### src/rtl/preg_freelist.sv
// Physical register free list for the rename stage.
// Circular buffer of free preg ids with three pointers:
//   commit_head .. spec_head : ids handed out but not yet committed
//   spec_head   .. tail      : ids available for allocation
// A flush rewinds spec_head to commit_head, returning every uncommitted id.
// After reset the buffer is filled with ids 0..PRFSIZE-1, one per cycle.
module preg_freelist #(
   parameter int unsigned PRFSIZE      = 64,
   parameter int unsigned PREG_ID_BITS = $clog2(PRFSIZE)
) (
   input  logic                    clk,
   input  logic                    rst,
   input  logic                    alloc_req,
   output logic                    alloc_ready,
   output logic [PREG_ID_BITS-1:0] alloc_preg,
   input  logic                    commit_valid,
   input  logic                    free_valid,
   input  logic [PREG_ID_BITS-1:0] free_preg,
   input  logic                    flush,
   output logic [PREG_ID_BITS:0]   free_count,
   output logic                    init_done
);

   localparam int unsigned PTR_W = PREG_ID_BITS + 1;
   localparam logic [PREG_ID_BITS-1:0] LAST_IDX = PREG_ID_BITS'(PRFSIZE - 1);
   localparam logic [PTR_W-1:0]        FULL_PTR = PTR_W'(PRFSIZE);

   typedef enum logic {
      ST_INIT = 1'b0,
      ST_RUN  = 1'b1
   } state_e;

   state_e                  state_q, state_d;
   logic [PREG_ID_BITS-1:0] init_cnt_q, init_cnt_d;
   logic [PTR_W-1:0]        spec_head_q, spec_head_d;
   logic [PTR_W-1:0]        commit_head_q, commit_head_d;
   logic [PTR_W-1:0]        tail_q, tail_d;
   logic [PREG_ID_BITS-1:0] mem_q [PRFSIZE];

   logic                    run;
   logic [PTR_W-1:0]        avail_cnt;
   logic [PTR_W-1:0]        live_cnt;
   logic [PTR_W-1:0]        spec_cnt;
   logic                    alloc_fire;
   logic                    commit_ok;
   logic                    free_ok;
   logic                    mem_we;
   logic [PREG_ID_BITS-1:0] mem_waddr;
   logic [PREG_ID_BITS-1:0] mem_wdata;

   // Occupancy figures derived from the registered pointers (wrap-safe subtraction).
   always_comb begin
      run       = (state_q == ST_RUN);
      avail_cnt = tail_q - spec_head_q;
      live_cnt  = tail_q - commit_head_q;
      spec_cnt  = spec_head_q - commit_head_q;
   end

   // Allocation handshake; no allocation is offered during a flush cycle.
   always_comb begin
      free_count  = run ? avail_cnt : '0;
      init_done   = run;
      alloc_ready = run && (avail_cnt != '0) && !flush;
      alloc_preg  = mem_q[spec_head_q[PREG_ID_BITS-1:0]];
      alloc_fire  = alloc_req && alloc_ready;
   end

   // Illegal commit (nothing outstanding) and illegal free (buffer full) are dropped.
   always_comb begin
      commit_ok = run && commit_valid && (commit_head_q != spec_head_q);
      free_ok   = run && free_valid && (live_cnt != FULL_PTR);
   end

   // Next-state logic: init fill sequence, then pointer updates while running.
   always_comb begin
      state_d       = state_q;
      init_cnt_d    = init_cnt_q;
      spec_head_d   = spec_head_q;
      commit_head_d = commit_head_q;
      tail_d        = tail_q;
      mem_we        = 1'b0;
      mem_waddr     = '0;
      mem_wdata     = '0;

      case (state_q)
         ST_INIT: begin
            mem_we     = 1'b1;
            mem_waddr  = init_cnt_q;
            mem_wdata  = init_cnt_q;
            init_cnt_d = init_cnt_q + PREG_ID_BITS'(1);
            if (init_cnt_q == LAST_IDX) begin
               state_d       = ST_RUN;
               spec_head_d   = '0;
               commit_head_d = '0;
               tail_d        = FULL_PTR;
            end
         end

         ST_RUN: begin
            if (alloc_fire) begin
               spec_head_d = spec_head_q + PTR_W'(1);
            end
            if (commit_ok) begin
               commit_head_d = commit_head_q + PTR_W'(1);
            end
            if (free_ok) begin
               mem_we    = 1'b1;
               mem_waddr = tail_q[PREG_ID_BITS-1:0];
               mem_wdata = free_preg;
               tail_d    = tail_q + PTR_W'(1);
            end
            // Flush rewinds to the commit point, including a same-cycle commit.
            if (flush) begin
               spec_head_d = commit_head_d;
            end
         end

         default: begin
            state_d = ST_INIT;
         end
      endcase
   end

   // State and pointer registers with synchronous reset.
   always_ff @(posedge clk) begin
      if (rst) begin
         state_q       <= ST_INIT;
         init_cnt_q    <= '0;
         spec_head_q   <= '0;
         commit_head_q <= '0;
         tail_q        <= '0;
      end else begin
         state_q       <= state_d;
         init_cnt_q    <= init_cnt_d;
         spec_head_q   <= spec_head_d;
         commit_head_q <= commit_head_d;
         tail_q        <= tail_d;
      end
   end

   // Id storage; contents survive reset and are rewritten by the init sequence.
   always_ff @(posedge clk) begin
      if (!rst && mem_we) begin
         mem_q[mem_waddr] <= mem_wdata;
      end
   end

   // Protocol checks: commit with nothing outstanding, free into a full buffer.
   a_commit_legal : assert property (@(posedge clk) disable iff (rst)
      (run && commit_valid) |-> (commit_head_q != spec_head_q));

   a_free_legal : assert property (@(posedge clk) disable iff (rst)
      (run && free_valid) |-> (live_cnt != FULL_PTR));

   // Pointer ordering: commit_head <= spec_head <= tail, at most PRFSIZE live entries.
   a_ptr_order : assert property (@(posedge clk) disable iff (rst)
      run |-> ((spec_cnt <= live_cnt) && (live_cnt <= FULL_PTR)));

endmodule

### config.mk
export PLATFORM = sky130hd
export DESIGN_NAME = preg_freelist
export DESIGN_NICKNAME = d
export VERILOG_FILES = /design/src/rtl/preg_freelist.sv
export SDC_FILE = /design/constraint.sdc
export NUM_CORES = 1
export LEC_CHECK = 0
export BUFFER_PORTS_ARGS = -buffer_cell sky130_fd_sc_hd__buf_2
export CORE_AREA = 2 2 245 247
export DETAILED_ROUTE_END_ITERATION = 10
export DIE_AREA = 0 0 247 249
export SLEW_MARGIN = 20
export SYNTH_ARGS = -nofsm -noshare
export SYNTH_HDL_FRONTEND = slang
export SYNTH_SLANG_ARGS = --single-unit
### constraint.sdc
create_clock -name clk -period 3.3 [get_ports clk]
set_input_delay 0.99 -clock clk [delete_from_list [all_inputs] [get_ports clk]]
set_output_delay 0.99 -clock clk [all_outputs]
set_load 0.01 [all_outputs]
; Word level (Yosys, flattened, before mapping)
; Memories as Yosys holds them, arrays and structs flattened. A register that Yosys moved wholly into a read port is not among the register bits.
; Index checks and enable logic that the tools add are counted.
[word_totals]
register_bits = 28
mem_bits_rw = 384
inputBits = 12
output_inout_bits = 15
elab_cells = 54
memories = 1
[op_classes]
add_sub_neg = 6
eq_ne = 6
muxes = 22
bitwise = 1
reduce_logical = 13
[memory_table]
columns = name, words, word_bits, rd, rd_clocked_by_memory_dff, wr, line
row1 = mem_q, 64, 6, 1, 1, 1, 38  ; logic [PREG_ID_BITS-1:0] mem_q [PRFSIZE];
[op_table]
columns = cell, n
row1 = 7-bit two-way mux, 7
row2 = 7-bit case mux with 2 select lines, 3
row3 = 6-bit two-way mux, 4
row4 = 6-bit case mux with 2 select lines, 2
row5 = "7-bit by 1-bit adder with 7-bit output, second input constant", 3
row6 = 7-bit subtractor, 2
row7 = 1-bit logical AND, 8
row8 = 7-bit != test, 1
row9 = "7-bit != test, second input constant", 1
row10 = 7-bit nonzero test, 1
row11 = "6-bit by 1-bit adder with 6-bit output, second input constant", 1
row12 = "6-bit == test, second input constant", 1
row13 = 1-bit two-way mux, 5
row14 = 2-bit AND reduction, 2
row15 = "3-bit by 2-bit != test with 1-bit output, second input constant", 1
row16 = 1-bit logical NOT, 2
row17 = "2-bit by 1-bit != test with 1-bit output, second input constant", 1
row18 = "2-bit != test, second input constant", 1
row19 = 1-bit case mux with 2 select lines, 1
row20 = 1-bit inverter, 1

; Logic depth before layout (Yosys ltp)
[logic_depth]
ltp_word = 10
mapped_depth = 12
mapped_depth_nobuf = 11

; Worst setup path after synthesis
; Ideal clock, no wire load.
[synth_timing]
kind = reg-to-output
start = register with a tool-made name
end = output alloc_preg[0]
arrival_ns = 2.435
t_required_ns = 2.310
setup_slack_ns = -0.125
stages_incl_launch_ff = 7
path_cell_list = dfxtp_1 clkbuf_1 clkbuf_1 buf_1 mux4_2 mux4_2 mux4_2
[synth_lines]
columns = element, line
row1 = "end, declared", 15  ; output logic [PREG_ID_BITS-1:0] alloc_preg,

==> results by group <==
Outcome
  – Status: complete, but fails checks
  – Failing checks: negative setup slack

Global routing
  – Vias in the first global route: 9766
  – Tot GR Track Use: 13.8%
  – Gr ovfl total: 0
  – Pin count of the biggest net entering global routing: 65
  – First-pass GRT wire length: 63500 um
  – Antenna violations before repair: 0

Logic synthesis
  – Ys async rst share: 0%
  – Sequential area share after synthesis: between 60% and 70%
  – Top_reg_cell synth: edfxtp_1
  – Mapped Area: 0.0175 sq mm
  – Most common cell in the netlist: edfxtp_1
  – Avg Inst Size Synth: 18.2 sq um
  – Seq cells post-synth: roughly 420
  – Leading area contributor after synthesis: edfxtp_1
  – EDFF count, synth: 384
  – Commonest cells post-synth: edfxtp_1, mux4_2, nor2_1
  – Dominant cells by area after synthesis: edfxtp_1, mux4_2, dfxtp_1
  – Yosys cell types: 64
  – Synth warn: 0
  – Post-Synthesis Cells: 960
  – Syn_nets: 989
  – Share of the synthesized area in the top cell type: around 66%

Layout
  – Layout fillers: ~5400
  – Sequential cell area: 0.0122 sq mm
  – Area of the multi-input gates: ~0.0053 sq mm
  – N_diodes: 0
  – Area added between synthesis and finish: 23.0%
  – Share of cells above drive strength 1: 38.4%
  – Nets: about 1200
  – Final instance area: approximately 0.022 sq mm

Critical path
  – CP arrival: 3.01 ns
  – Worst Path Buf+Inv: 3
  – Worst EP required: approximately 2.3 ns
  – Crit-path max cell delay: 0.54 ns
  – Worst setup SP type: flop
  – Worst path slowest cell: mux4_2
  – Crit. End Element: output port
  – Cell mode on critical path: mux4_2
  – CP delay by family, top: multiplexers
  – Setup CP Type: flop to output port
  – Critical-path cell list: buf_12 -> clkbuf_16 -> mux4_2 -> mux4_2 -> mux4_2 -> buf_6
  – CP max FO: 6

CTS
  – TritonCTS Buffers: 42
  – Clock sink count: 418
  – Bufs on Longest Clock Path: 3
  – CTS tree: done
  – H-tree Lvls: 2
  – Later-pin clock latency in the skew report: 0.56 ns
  – CTS Root Cell: clkbuf_16
  – Clock transition at path regs: 0.06 ns

STA
  – Max-slew headroom: 45.9%
  – RSZ-0062 raised after global routing: yes
  – Actual slew at the worst max-slew pin: 0.792 ns
  – Fin crit period: 4.00 ns
  – Final Max Tran Viols: 0
  – Final hold vios: 0
  – Skew final: 0.0195 ns
  – Fmax: 250 MHz
  – Final setup viols: 9
  – Fin crit share: 121%
  – Final worst-path setup slack: -0.700 ns

Placement
  – Post-DP Area: 0.0196 sq mm
  – Post-DP HPWL: 27900 um
  – Gpl congestion: 0.869
  – DP Worst Slack: -0.167 ns
  – # port buffers: 26

Power and ir drop
  – Internal Power: 8.27 mW
  – Sw Ratio: roughly a fifth
  – PwrDens: 485 mW/mm^2
  – Reg power frac: 55.5%
  – Psw: 2.16 mW
  – Combinational power share: under 10%
  – P_leak: 6.97 nW
  – VDD IR-drop max: 0.330 mV
  – Clock Power Share: 42.3%

Routing
  – Vias per Instance: 4.97
  – DR pass1 iterations: 5
  – Remaining antenna violation count: 0
  – Initial drt markers: approximately 1000
  – DR vias: 9651
  – DRC viols: 0
  – Per-cell routed wire length: 22.4 um
  – Final WL: approximately 44000 um

Die
  – IO Pins: 27
  – Die X: 247 um
  – Die area: 0.0615 sq mm
  – Initial Utilization: 29.8%
  – Core area: slightly below 0.06 sq mm
  – Chip height: 249 um
  – Site Rows: approximately 90

Flow run
  – Max_cap viols: 0

Min path
  – Min-Delay Path Class: flop to flop
final timing paths:
kind	start	end	slack (ns)	depth (start not counted)
max reg2reg	commit_head_q[1]	mem_q[32][3]	0.10	13
max	flop	alloc_preg[4]	-0.70	6
min	init_cnt_q[5]	init_cnt_q[5]	0.53	2
min reg2reg	init_cnt_q[5]	init_cnt_q[5]	0.53	2
state kept, by name, indices dropped and copies added (netlist names), named ones only:
register       flops
init_done          1
mem_q            384
init_cnt_q         6
commit_head_q      7
spec_head_q        7
tail_q             7
stage by stage:
| step | hold WS (ns) | utilization (%) | power, mW | setup TNS (ns) | cells |
|---|---|---|---|---|---|
| finish | 0.530 | 36.7 | 10.4 | -4.95 | 1942 |
| global route | 0.576 | 36.7 | 10.8 | -5.92 | 1942 |
| CTS | 0.527 | 35.8 | 10.5 | -5.29 | 1924 |
| detailed placement | 0.518 | 33.4 | 6.13 | -2.88 | 1851 |
| global placement | 0.512 | 33.4 | 6.12 | -2.04 | 1851 |
| floorplan | 0.480 | - | 6.02 | 0 | 960 |
repair_timing:
action	CTS	global route
hold buffers	0	0
setup endpoints to repair	61	285
pin swaps	11	18
cloned	0	7
resized for setup	34	55
setup buffers	3	11
power by group through the flow:
stage / combinational, mW / clock, mW / sequential [mW]
floorplan: 0.111 / 0 / 5.90
global placement: 0.219 / 0 / 5.91
detailed placement: 0.224 / 0 / 5.91
CTS: 0.229 / 4.51 / 5.79
global route: 0.252 / 4.71 / 5.79
finish: 0.234 / 4.41 / 5.79
logic make-up (layout without fill, tap and decap cells):
kind of cell	Yosys count	after routing	synth area share, %
compound gates	84	84	3.49
buf+inv	68	277	1.73
flops	418	418	69.8
mux	130	130	16.4
fa+ha+maj	17	17	1.26
xor+xnor	30	30	1.54
simple gates	213	213	5.77
per-layer routing:
layer | part of all wire [%] | GRT usage, % | up-vias
li1 | - | - | 4242
met1 | 43 | 19.4 | 5022
met2 | 48 | 22.0 | 333
met3 | 7.1 | 2.68 | 54
met4 | 1.8 | 3.20 | 0
met5 | 0 | 0 | -
worst reg2reg max path: cells and delay by family, from the launching register on:
| kind | cells | cell delay (ns) |
|---|---|---|
| compound gates | 4 | 0.77 |
| fa+ha+maj | 1 | 0.26 |
| flops | 1 | 0.33 |
| buf+inv | 5 | 0.77 |
| simple gates | 3 | 0.79 |
cell type report:
class,instances,area share (%)
Sequential cell,418,56.8
Multi-Input combinational cell,474,24.5
Timing Repair Buffer,185,7.97
Clock buffer,57,5.24
Tap cell,773,4.49
Clock inverter,14,0.546
Inverter,21,0.378
cell usage in the layout (no fill, tap or decap), types with 8 or more instances in the layout:
master | Yosys | layout
clkbuf_1 | 23 | 14
inv_1 | 20 | 14
dfxtp_2 | 0 | 8
buf_12 | 0 | 15
mux4_2 | 126 | 126
nand2_1 | 45 | 38
a21oi_1 | 15 | 14
nor2_1 | 69 | 58
xor2_1 | 13 | 11
edfxtp_1 | 384 | 384
dfxtp_1 | 34 | 23
clkbuf_16 | 0 | 49
nor3_1 | 30 | 24
buf_6 | 4 | 12
buf_4 | 2 | 130
nor2b_1 | 11 | 9
buf_2 | 8 | 20
nor2_2 | 6 | 16
xnor2_1 | 16 | 16
nand3_1 | 14 | 13
(Power assumes the default switching activity.)
